[src/rtl/dw_fp_inv_square_pkg.sv]
// Shared types and helpers for the sequential inverse-square unit.
// Latency: n/a (package only).
// Backpressure: n/a (package only).
package dw_fp_inv_square_pkg;

    typedef enum logic [2:0] {
        S_IDLE = 3'd0,
        S_SQ   = 3'd1,
        S_DIV  = 3'd2,
        S_RND  = 3'd3,
        S_DONE = 3'd4
    } state_t;

    // status bit positions
    localparam int STAT_ZERO    = 0;
    localparam int STAT_INF     = 1;
    localparam int STAT_INVALID = 2;
    localparam int STAT_TINY    = 3;
    localparam int STAT_HUGE    = 4;
    localparam int STAT_INEXACT = 5;

    // rounding modes; anything above RND_RHA is folded to RND_RNE on capture
    localparam logic [2:0] RND_RNE = 3'd0;
    localparam logic [2:0] RND_RTZ = 3'd1;
    localparam logic [2:0] RND_UP  = 3'd2;
    localparam logic [2:0] RND_DN  = 3'd3;
    localparam logic [2:0] RND_RHA = 3'd4;

    // dividend select codes: value also equals the exponent correction k
    localparam logic [1:0] DVD_1 = 2'd0;
    localparam logic [1:0] DVD_2 = 2'd1;
    localparam logic [1:0] DVD_4 = 2'd2;

    // Round-up decision for a result whose sign is always positive.
    function automatic logic round_inc(input logic [2:0] mode, input logic lsb,
                                       input logic g, input logic r, input logic s);
        logic inc;
        case (mode)
            RND_RTZ, RND_DN: inc = 1'b0;
            RND_UP:          inc = g | r | s;
            RND_RHA:         inc = g;
            default:         inc = g & (lsb | r | s);
        endcase
        return inc;
    endfunction

endpackage

[src/rtl/dw_fp_inv_square_div.sv]
// Restoring divider: dividend (1, 2 or 4) over P, one quotient bit per cycle, MSB first.
// Latency: n cycles after the start cycle; done is high during the cycle producing the last bit.
// Backpressure: none; the caller must hold off start until the previous division is consumed.
module dw_fp_inv_square_div
    import dw_fp_inv_square_pkg::*;
#(
    parameter int pw = 48,
    parameter int n  = 26
) (
    input  logic          clk,
    input  logic          rst,
    input  logic          start,
    input  logic [1:0]    dvd_sel,
    input  logic [pw-1:0] divisor,
    output logic [n-1:0]  quot,
    output logic          sticky,
    output logic          done
);

    localparam int CW = $clog2(n);

    // the partial remainder stays below 2*P < 8, so one extra integer bit over P suffices
    logic [pw:0]   rem;
    logic [pw-1:0] dsr;
    logic [CW-1:0] cnt;
    logic          busy;

    logic [pw:0]   dvd_init;
    logic [pw+1:0] diff;
    logic          q_bit;
    logic [pw:0]   rem_sel;
    logic          rem_unused;

    // place the selected dividend in the same fixed point as P (1.0 at bit pw-2)
    always_comb begin
        dvd_init = '0;
        case (dvd_sel)
            DVD_1:   dvd_init[pw-2] = 1'b1;
            DVD_2:   dvd_init[pw-1] = 1'b1;
            default: dvd_init[pw]   = 1'b1;
        endcase
    end

    // trial subtraction for the current quotient bit
    always_comb begin
        diff    = {1'b0, rem} - {2'b00, dsr};
        q_bit   = ~diff[pw+1];
        rem_sel = q_bit ? diff[pw:0] : rem;
    end

    // after a restore the remainder is below P, so its top bit is always clear
    assign rem_unused = rem_sel[pw];

    assign done   = busy && (cnt == CW'(n - 1));
    assign sticky = |rem;

    // iteration state: load on start, shift in one quotient bit per busy cycle
    always_ff @(posedge clk) begin
        if (rst) begin
            rem  <= '0;
            dsr  <= '0;
            quot <= '0;
            cnt  <= '0;
            busy <= 1'b0;
        end else if (start) begin
            rem  <= dvd_init;
            dsr  <= divisor;
            quot <= '0;
            cnt  <= '0;
            busy <= 1'b1;
        end else if (busy) begin
            rem  <= {rem_sel[pw-1:0], 1'b0};
            quot <= {quot[n-2:0], q_bit};
            cnt  <= done ? '0 : cnt + CW'(1);
            if (done) begin
                busy <= 1'b0;
            end
        end
    end

endmodule

[src/rtl/dw_fp_inv_square_seq.sv]
// Sequential floating-point inverse square z = 1/(a*a) with squarer, restoring divider and rounding.
// Latency: sig_width+5 edges after accept for normal operands, 1 edge for special operands.
// Backpressure: result held in DONE until out_ready; no new operand accepted until then.
module dw_fp_inv_square_seq
    import dw_fp_inv_square_pkg::*;
#(
    parameter int sig_width = 23,
    parameter int exp_width = 8
) (
    input  logic                           clk,
    input  logic                           rst,
    input  logic [sig_width+exp_width:0]   a,
    input  logic [2:0]                     rnd,
    input  logic                           in_valid,
    output logic                           in_ready,
    output logic [sig_width+exp_width:0]   z,
    output logic [7:0]                     status,
    output logic                           out_valid,
    input  logic                           out_ready
);

    localparam int PW   = 2 * (sig_width + 1);
    localparam int N    = sig_width + 3;
    localparam int EZW  = exp_width + 3;
    localparam int BIAS = 2 ** (exp_width - 1) - 1;
    localparam int EMAX = 2 ** exp_width - 1;

    state_t state, state_n;

    // captured operand without its sign, which never affects the result
    logic [sig_width+exp_width-1:0] a_q;
    logic [2:0]                     mode_q;
    logic [EZW-1:0]                 ez_q;

    logic [exp_width-1:0] ea;
    logic [sig_width-1:0] fa;
    logic                 exp_zero, exp_ones, frac_zero, is_special;

    logic [PW-1:0] mant, p;
    logic [1:0]    dvd_sel;
    logic [EZW-1:0] ez_n;
    logic          div_start, div_done, div_sticky;
    logic [N-1:0]  quot;

    logic [sig_width+exp_width:0] spec_z, rnd_z;
    logic [7:0]                   spec_st, rnd_st;

    logic [sig_width-1:0] frac_t, frac_r;
    logic                 g_bit, r_bit, inexact, inc;
    logic [sig_width+1:0] sum;
    logic                 carry;
    logic [EZW-1:0]       ez_r;
    logic                 ovf, unf;
    logic                 sign_unused, misc_unused;

    assign sign_unused = a[sig_width+exp_width];

    // ---------------- classification and squarer ----------------
    assign ea         = a_q[sig_width+exp_width-1:sig_width];
    assign fa         = a_q[sig_width-1:0];
    assign exp_zero   = (ea == '0);
    assign exp_ones   = (ea == '1);
    assign frac_zero  = (fa == '0);
    assign is_special = exp_zero | exp_ones;

    assign mant = {{(sig_width+1){1'b0}}, 1'b1, fa};
    assign p    = mant * mant;

    // P==1 divides 1/P, P<2 divides 2/P, P>=2 divides 4/P so the quotient lands in [1,2)
    always_comb begin
        dvd_sel = DVD_4;
        if (frac_zero) begin
            dvd_sel = DVD_1;
        end else if (!p[PW-1]) begin
            dvd_sel = DVD_2;
        end
    end

    // Ez = 3*bias - 2*ea - k in two's complement; k equals the dividend select code
    assign ez_n = EZW'(3 * BIAS) - {2'b00, ea, 1'b0} - {{(EZW-2){1'b0}}, dvd_sel};

    // special operand results: zero/denormal -> +inf, inf -> +0, NaN -> quiet-ish NaN
    always_comb begin
        spec_z  = '0;
        spec_st = '0;
        if (exp_zero) begin
            spec_z                  = {1'b0, {exp_width{1'b1}}, {sig_width{1'b0}}};
            spec_st[STAT_INF]       = 1'b1;
        end else if (frac_zero) begin
            spec_st[STAT_ZERO]      = 1'b1;
        end else begin
            spec_z                  = {1'b0, {exp_width{1'b1}}, {(sig_width-1){1'b0}}, 1'b1};
            spec_st[STAT_INVALID]   = 1'b1;
        end
    end

    dw_fp_inv_square_div #(
        .pw (PW),
        .n  (N)
    ) u_div (
        .clk     (clk),
        .rst     (rst),
        .start   (div_start),
        .dvd_sel (dvd_sel),
        .divisor (p),
        .quot    (quot),
        .sticky  (div_sticky),
        .done    (div_done)
    );

    // ---------------- rounding and packing ----------------
    assign frac_t  = quot[N-2:2];
    assign g_bit   = quot[1];
    assign r_bit   = quot[0];
    assign inexact = g_bit | r_bit | div_sticky;
    assign inc     = round_inc(mode_q, frac_t[0], g_bit, r_bit, div_sticky);
    assign sum     = {2'b01, frac_t} + {{(sig_width+1){1'b0}}, inc};
    assign carry   = sum[sig_width+1];
    // on carry-out the sum is exactly 2.0, so its fraction field is already zero
    assign frac_r  = sum[sig_width-1:0];
    assign ez_r    = ez_q + {{(EZW-1){1'b0}}, carry};
    assign ovf     = $signed(ez_r) >= $signed(EZW'(EMAX));
    assign unf     = $signed(ez_r) <  $signed(EZW'(1));

    // the quotient integer bit is always 1 and the hidden bit of sum is implied
    assign misc_unused = quot[N-1] ^ sum[sig_width] ^ (^ez_r[EZW-1:exp_width]);

    // final result selection for the normal path, including range limits
    always_comb begin
        rnd_z  = {1'b0, ez_r[exp_width-1:0], frac_r};
        rnd_st = '0;
        rnd_st[STAT_INEXACT] = inexact;
        if (ovf) begin
            rnd_st[STAT_HUGE]    = 1'b1;
            rnd_st[STAT_INEXACT] = 1'b1;
            if (mode_q == RND_RTZ || mode_q == RND_DN) begin
                rnd_z = {1'b0, {(exp_width-1){1'b1}}, 1'b0, {sig_width{1'b1}}};
            end else begin
                rnd_z             = {1'b0, {exp_width{1'b1}}, {sig_width{1'b0}}};
                rnd_st[STAT_INF]  = 1'b1;
            end
        end else if (unf) begin
            rnd_z                = '0;
            rnd_st[STAT_ZERO]    = 1'b1;
            rnd_st[STAT_TINY]    = 1'b1;
            rnd_st[STAT_INEXACT] = 1'b1;
        end
    end

    // ---------------- control FSM ----------------
    // state register
    always_ff @(posedge clk) begin
        if (rst) begin
            state <= S_IDLE;
        end else begin
            state <= state_n;
        end
    end

    // next-state logic
    always_comb begin
        state_n = state;
        case (state)
            S_IDLE:  if (in_valid)  state_n = S_SQ;
            S_SQ:    state_n = is_special ? S_DONE : S_DIV;
            S_DIV:   if (div_done)  state_n = S_RND;
            S_RND:   state_n = S_DONE;
            S_DONE:  if (out_ready) state_n = S_IDLE;
            default: state_n = S_IDLE;
        endcase
    end

    // state-decoded outputs and strobes
    always_comb begin
        in_ready  = (state == S_IDLE);
        out_valid = (state == S_DONE);
        div_start = (state == S_SQ) && !is_special;
    end

    // datapath registers: operand capture, exponent, and result load points
    always_ff @(posedge clk) begin
        if (rst) begin
            a_q    <= '0;
            mode_q <= RND_RNE;
            ez_q   <= '0;
            z      <= '0;
            status <= '0;
        end else begin
            if (state == S_IDLE && in_valid) begin
                a_q    <= a[sig_width+exp_width-1:0];
                mode_q <= (rnd > RND_RHA) ? RND_RNE : rnd;
            end
            if (state == S_SQ) begin
                ez_q <= ez_n;
                if (is_special) begin
                    z      <= spec_z;
                    status <= spec_st;
                end
            end
            if (state == S_RND) begin
                z      <= rnd_z;
                status <= rnd_st;
            end
        end
    end

endmodule
[config.mk]
export PLATFORM = sky130hd
export DESIGN_NAME = dw_fp_inv_square_seq
export DESIGN_NICKNAME = d
export VERILOG_FILES = /design/src/rtl/dw_fp_inv_square_pkg.sv /design/src/rtl/dw_fp_inv_square_div.sv /design/src/rtl/dw_fp_inv_square_seq.sv
export SDC_FILE = /design/constraint.sdc
export NUM_CORES = 2
export LEC_CHECK = 0
export BUFFER_PORTS_ARGS = -buffer_cell sky130_fd_sc_hd__buf_4
export CORE_MARGIN = 10
export CORE_UTILIZATION = 47
export DETAILED_ROUTE_END_ITERATION = 8
export GPL_TIMING_DRIVEN = 1
export PLACE_DENSITY_LB_ADDON = 0.1
export SYNTH_ARGS = -nofsm -noshare
export SYNTH_HDL_FRONTEND = slang
export SYNTH_SLANG_ARGS = --single-unit
[constraint.sdc]
create_clock -name clk -period 11 [get_ports clk]
set_input_delay 1.65 -clock clk [delete_from_list [all_inputs] [get_ports clk]]
set_output_delay 1.65 -clock clk [all_outputs]
set_load 0.1 [all_outputs]
Word-level counts from Yosys, hierarchy flattened
Index checks and enable logic that the tools add are counted.

storage, ports and cells
  word-level logic and storage cells = 106
  output and inout bits = 42
  bits in registers = 213

cells by class
  $lt $le $gt $ge = 3
  bitwise operators = 7
  $add $sub $neg = 6
  equal/unequal tests = 14
  mux-type cells = 42
  multipliers = 1
  reduce and logical (&&, ||, !) cells = 20

operator list
  operator                                                                       number
  31-bit 2-to-1 mux                                                              4
  49-bit 2-to-1 mux                                                              2
  32-bit 2-to-1 mux                                                              3
  49-bit by 48-bit subtractor with 50-bit output                                 1
  24-bit by 24-bit multiplier with 48-bit output                                 1
  48-bit 2-to-1 mux                                                              1
  48-bit OR reduction                                                            1
  24-bit by 1-bit adder with 25-bit output                                       1
  24-bit 2-to-1 mux                                                              1
  23-bit logical NOT                                                             1
  1-bit 2-to-1 mux                                                               18
  6-bit 2-to-1 mux                                                               3
  3-bit 2-to-1 mux                                                               5
  3-bit one-hot mux with 5 select lines                                          1
  3-bit by 2-bit equality test with 1-bit output, second input constant          4
  11-bit by 1-bit adder with 11-bit output                                       1
  11-bit by 9-bit >= comparator with 1-bit output, second input constant         1
  11-bit by 2-bit less-than comparator with 1-bit output, second input constant  1
  10-bit by 3-bit subtractor with 11-bit output                                  1
  9-bit by 9-bit subtractor with 10-bit output, first input constant             1
  8-bit equality test, second input constant                                     1
  8-bit logical NOT                                                              1
  2-bit OR reduction                                                             4
  3-bit by 1-bit equality test with 1-bit output, second input constant          2
  21 further kinds                                                               33

Longest topological paths before layout
  depth after elaboration = 10
  gate-level depth with buffers = 37
  depth with buffers taken out = 35

Cells and area by module
A second synthesis with hierarchy kept.

unflattened totals
  cells, all modules = 3348
  area, all modules = 28717.5 um^2

modules (own cells, without submodules)
  module                area each (um^2)  times used  cells an instance  sequential area each (um^2)
  dw_fp_inv_square_seq  20404.6           1           2336               1701.6
  dw_fp_inv_square_div  8313.0            1           1012               2562.5

Worst setup path before layout
Ideal clock, no wire load.

  path kind = register -> register
  start point = register a_q[2]
  end point = register ez_q[6]
  setup slack = 2979 ps
  cell stages (with the launch flop) = 34
  library setup time = 132 ps
  data required time = 10868 ps
  data arrival time = 7889 ps
  cell sequence = dfxtp_1 > clkbuf_1 > buf_1 > nand2_1 > fa_1 > inv_1 > fa_1 > inv_1 > fa_1 > fa_1 > inv_1 > fa_1 > fa_1 > inv_1 > fa_1 > inv_1 > ha_1 > clkbuf_1 > a2111oi_0 > o21ai_0 > o311ai_0 > nand2_1 > o2111ai_2 > o21ai_2 > o21ai_2 > o21ai_1 > xnor2_1 > nor2_1 > ha_1 > and3_1 > maj3_1 > and3_1 > o21ai_0 > a21oi_1

between the ends
  word-level cells in the longest chain between the ends = 4

RTL lines
  item                                               line                         source
  start: declaration                                 dw_fp_inv_square_seq.sv:31   logic [sig_width+exp_width-1:0] a_q;
  start signal: assignment                           dw_fp_inv_square_seq.sv:190  a_q <= a[sig_width+exp_width-1:0];
  24-bit by 24-bit multiplier with 48-bit output     dw_fp_inv_square_seq.sv:67   assign p = mant * mant;
  2-bit 2-to-1 mux                                   dw_fp_inv_square_seq.sv:74   end else if (!p[PW-1]) begin
  2-bit 2-to-1 mux (*)                               dw_fp_inv_square_seq.sv:72   if (frac_zero) begin
  10-bit by 3-bit subtractor with 11-bit output (*)  dw_fp_inv_square_seq.sv:80   assign ez_n = EZW'(3 * BIAS) - {2'b00, ea, 1'b0} - {{(EZW-2){1'b0}}, dvd_sel};
  end signal: assignment                             dw_fp_inv_square_seq.sv:194  ez_q <= ez_n;
  end: declaration                                   dw_fp_inv_square_seq.sv:33   logic [EZW-1:0] ez_q;

Every way passes the cells marked *; elsewhere a longest branch is shown, timed or not.
A chain may end at the register's enable or synchronous reset.

Worst setup path in the final report
  start point = register a_q[17]
  end point = register ez_q[6]

Same word-level chain as after synthesis.

==> impl_results.md <==
* Mapped cell area at 28,000 um2
* Setup TNS at 0 ps
* Post-synthesis average cell area at 8.386 um2
* Slowest Stage Delay on Critical Path at 790 ps
* R2r setup slk at 1710 ps
* Synth Flop Type: dfxtp_1
* Worst vdd ir at 210.9 uV
* Number of synthesized flops with an enable pin at 0
* Unique cell type count in the Yosys netlist at 81
* Avg Vias per Cell at 5.297
* Crit path launch type: flip-flop
* Die Wd at 264.1 um
* # resized after CTS at 0
* Max Cap Viol at 0
* PwrDens at 181.7 nW/um2
* Critical Path RT at 11,390 ps
* Number of diodes at 0
* Fmax at 107.6 MHz
* Total global-route track usage at 21.07%
* Synth Area in Simple Gates at 14.81%
* # DRC at 0
* Adder-cell share of the synthesized area at 41.03%
* Most used cell, CP: fa_1
* Initial antenna violation count at 1
* Root Driver: clkbuf_16
* Critical R2R Capture: ez_q[6]
* Xor-xnor portion of the synthesized cell area at 4.316%
* Crit end category: flip-flop
* Post-CTS setup buffer count at 0
* Port bufs at 76
* Row count at 89
* Fin area at 30,110 um2
* Worst-path clk slew at 60 ps
* Layout cells sized above 1 at 5.612%
* Async set or reset register ratio after synthesis at 0%
* Placed Area at 29,230 um2
* Reg-to-reg startpoint: a_q[17]
* First-pass GRT wire length at 121,100 um
* Fin util at 51.01%
* DP Worst Slack at 1665 ps
* Count of final hold-check violations at 0
* Hold Crit Depth at 2
* DP HPWL at 59,080 um
* Chip height at 264.1 um
* Core area at 59,020 um2
* CP Class: reg -> reg
* CTS sink cnt at 211
* Initial Util at 47.45%
* CTS Buf Count at 26
* Status: finished clean
* TritonRoute pass-1 iters at 5
* WP depth at 32
* IO Pins at 81
* Period utilization at 84.45%
* Worst-Margin Slew at 991.2 ps
* Vias in the first global route at 22,570
* Largest net degree at the start of global routing at 91
* Worst min path class: reg -> reg
* Crit Path Max Fanout at 11
* P_leak at 0.01518 uW
* CTS tree: built
* Pins Over Slew Limit at 0
* CP Capture Point: ez_q[6]
* Slowest-stage cell, CP: dfxtp_1
* GRT overflow at 0
* CTS Buffer Depth at 3
* Hold-fix buffers at CTS at 0
* Delay-heaviest family, CP: adder cells
* Final Skew at 18.51 ps
* Antenna Nets Post-Route at 0
* Storage cell area at 4228 um2
* Setup ws final at 1710 ps
* Synth warnings at 0
* DRT iter0 DRCs at 1,312
* Fin nets at 4,034
* Cell count after synthesis at 3,339
* Leading cell type in the layout, fill and taps excluded: inv_1
* CP Buf/Inv Count at 7
* Synth Area in Compound Gates at 12.61%
* # setup viols final at 0
* Worst-Skew Late Latency at 570 ps
* Vias after detailed routing at 21,840
* RSZ-0062 raised after global routing: false
* FF-to-FF path depth at 32
* Post-synthesis sequential area ratio at 15.08%
* Synthesized flop and latch total at 211
* GP Congestion at 0.9157
* Mux contribution to synthesized area at 1.229%
* Post-layout power at 5471 uW
* Worst EP arrival at 9680 ps
* Area Growth Syn to Fin at 7.511%
* Fill cells at 5,657
* Post-layout minimum cycle time at 9290 ps
* Footprint of the multi-input gates at 20,740 um2
* Most frequent cells in the layout: inv_1, nand2_1, fa_1, ha_1, a21oi_1
* Htree depth at 1
* Wirelength per Cell at 17.97 um
* Worst setup path start: a_q[17]
* Total die area at 69,740 um2
* Largest family of logic cells by synthesized area: adder cells
* Final wirelength at 74,100 um
* Relative max-transition margin at 33.69%
[cells in the mapped netlist (all sizes together), types with 33 or more instances]
cell | n | area share [%]
inv | 645 | 8.6
nand2 | 447 | 6.0
fa | 424 | 30
ha | 239 | 11
a21oi | 221 | 4.0
dfxtp | 211 | 15
nor2 | 210 | 2.8
clkbuf | 117 | 1.6
o21ai | 105 | 1.9
xnor2 | 85 | 2.7
and2 | 71 | 1.6
xor2 | 53 | 1.7
a21o | 51 | 1.4
nand3 | 40 | 0.71
buf | 33 | 0.63
[cell type report]
cell class	count	share of cell area, %
Clock inverter	12	0.4613
Inverter	650	8.104
Timing Repair Buffer	113	2.818
Multi-Input combinational cell	2330	68.90
Sequential cell	211	14.04
Tap cell	773	3.213
Clock buffer	34	2.460
[cells by family (layout without fill, tap and decap cells)]
group	Yosys count	in the layout
XOR/XNOR	138	138
adder cells (fa/ha/maj)	664	664
buffers and inverters	800	809
other	1	3
AO/OA/AOI/OAI	560	560
multiplexers	34	34
flip-flops	211	211
AND/OR/NAND/NOR	931	931
[per-stage QoR]
stage	hold slack, ps	std cells
finish	448.7	4123
floorplan	431.9	3341
global route	473.5	4123
detailed placement	445.0	4077
CTS	452.9	4123
global placement	442.0	4077
[metal layers]
layer	up-vias	global-route usage (%)	routed length, um
li1	10580	-	-
met1	10690	29.32	34940
met2	469	33.88	33670
met3	97	2.899	3467
met5	-	0	11
met4	2	5.483	2003
[worst reg2reg max path, delay by kind of cell, from the launching register on]
family,cells,cell delay (ps)
adders and majority gates,10,4310
AOI/OAI and AO/OA,9,1570
buffers and inverters,7,1010
and+or+nand+nor,5,1000
DFF,1,790
xor gates and xnor gates,1,440
[state kept, by name, summed over array words and instances (netlist names)]
signal and flops:
u_div.rem 48, u_div.dsr 47, a_q 31, z 31, u_div.quot 25, ez_q 11, status 6, u_div.cnt 5
mode_q 3, state 3, u_div.busy 1
[report_power, final]
group | internal, uW | leakage (uW) | switching, uW
clock | 522 | 0.000439 | 359
combinational | 1310 | 0.0130 | 2290
sequential | 856 | 0.00171 | 130
[how the worst min path moves through the flow]
stage | start | to | slack (ps)
3_3_place_gp | u_div.dsr[10] | u_div.dsr[10] | 440
5_1_grt | u_div.dsr[10] | u_div.dsr[10] | 470
4_1_cts | u_div.dsr[8] | u_div.dsr[8] | 450
6_report | u_div.dsr[11] | u_div.dsr[11] | 450
2_1_floorplan | u_div.dsr[8] | u_div.dsr[8] | 430
3_5_place_dp | u_div.dsr[8] | u_div.dsr[8] | 450
No activity file was read; power rests on OpenSTA's default activity.
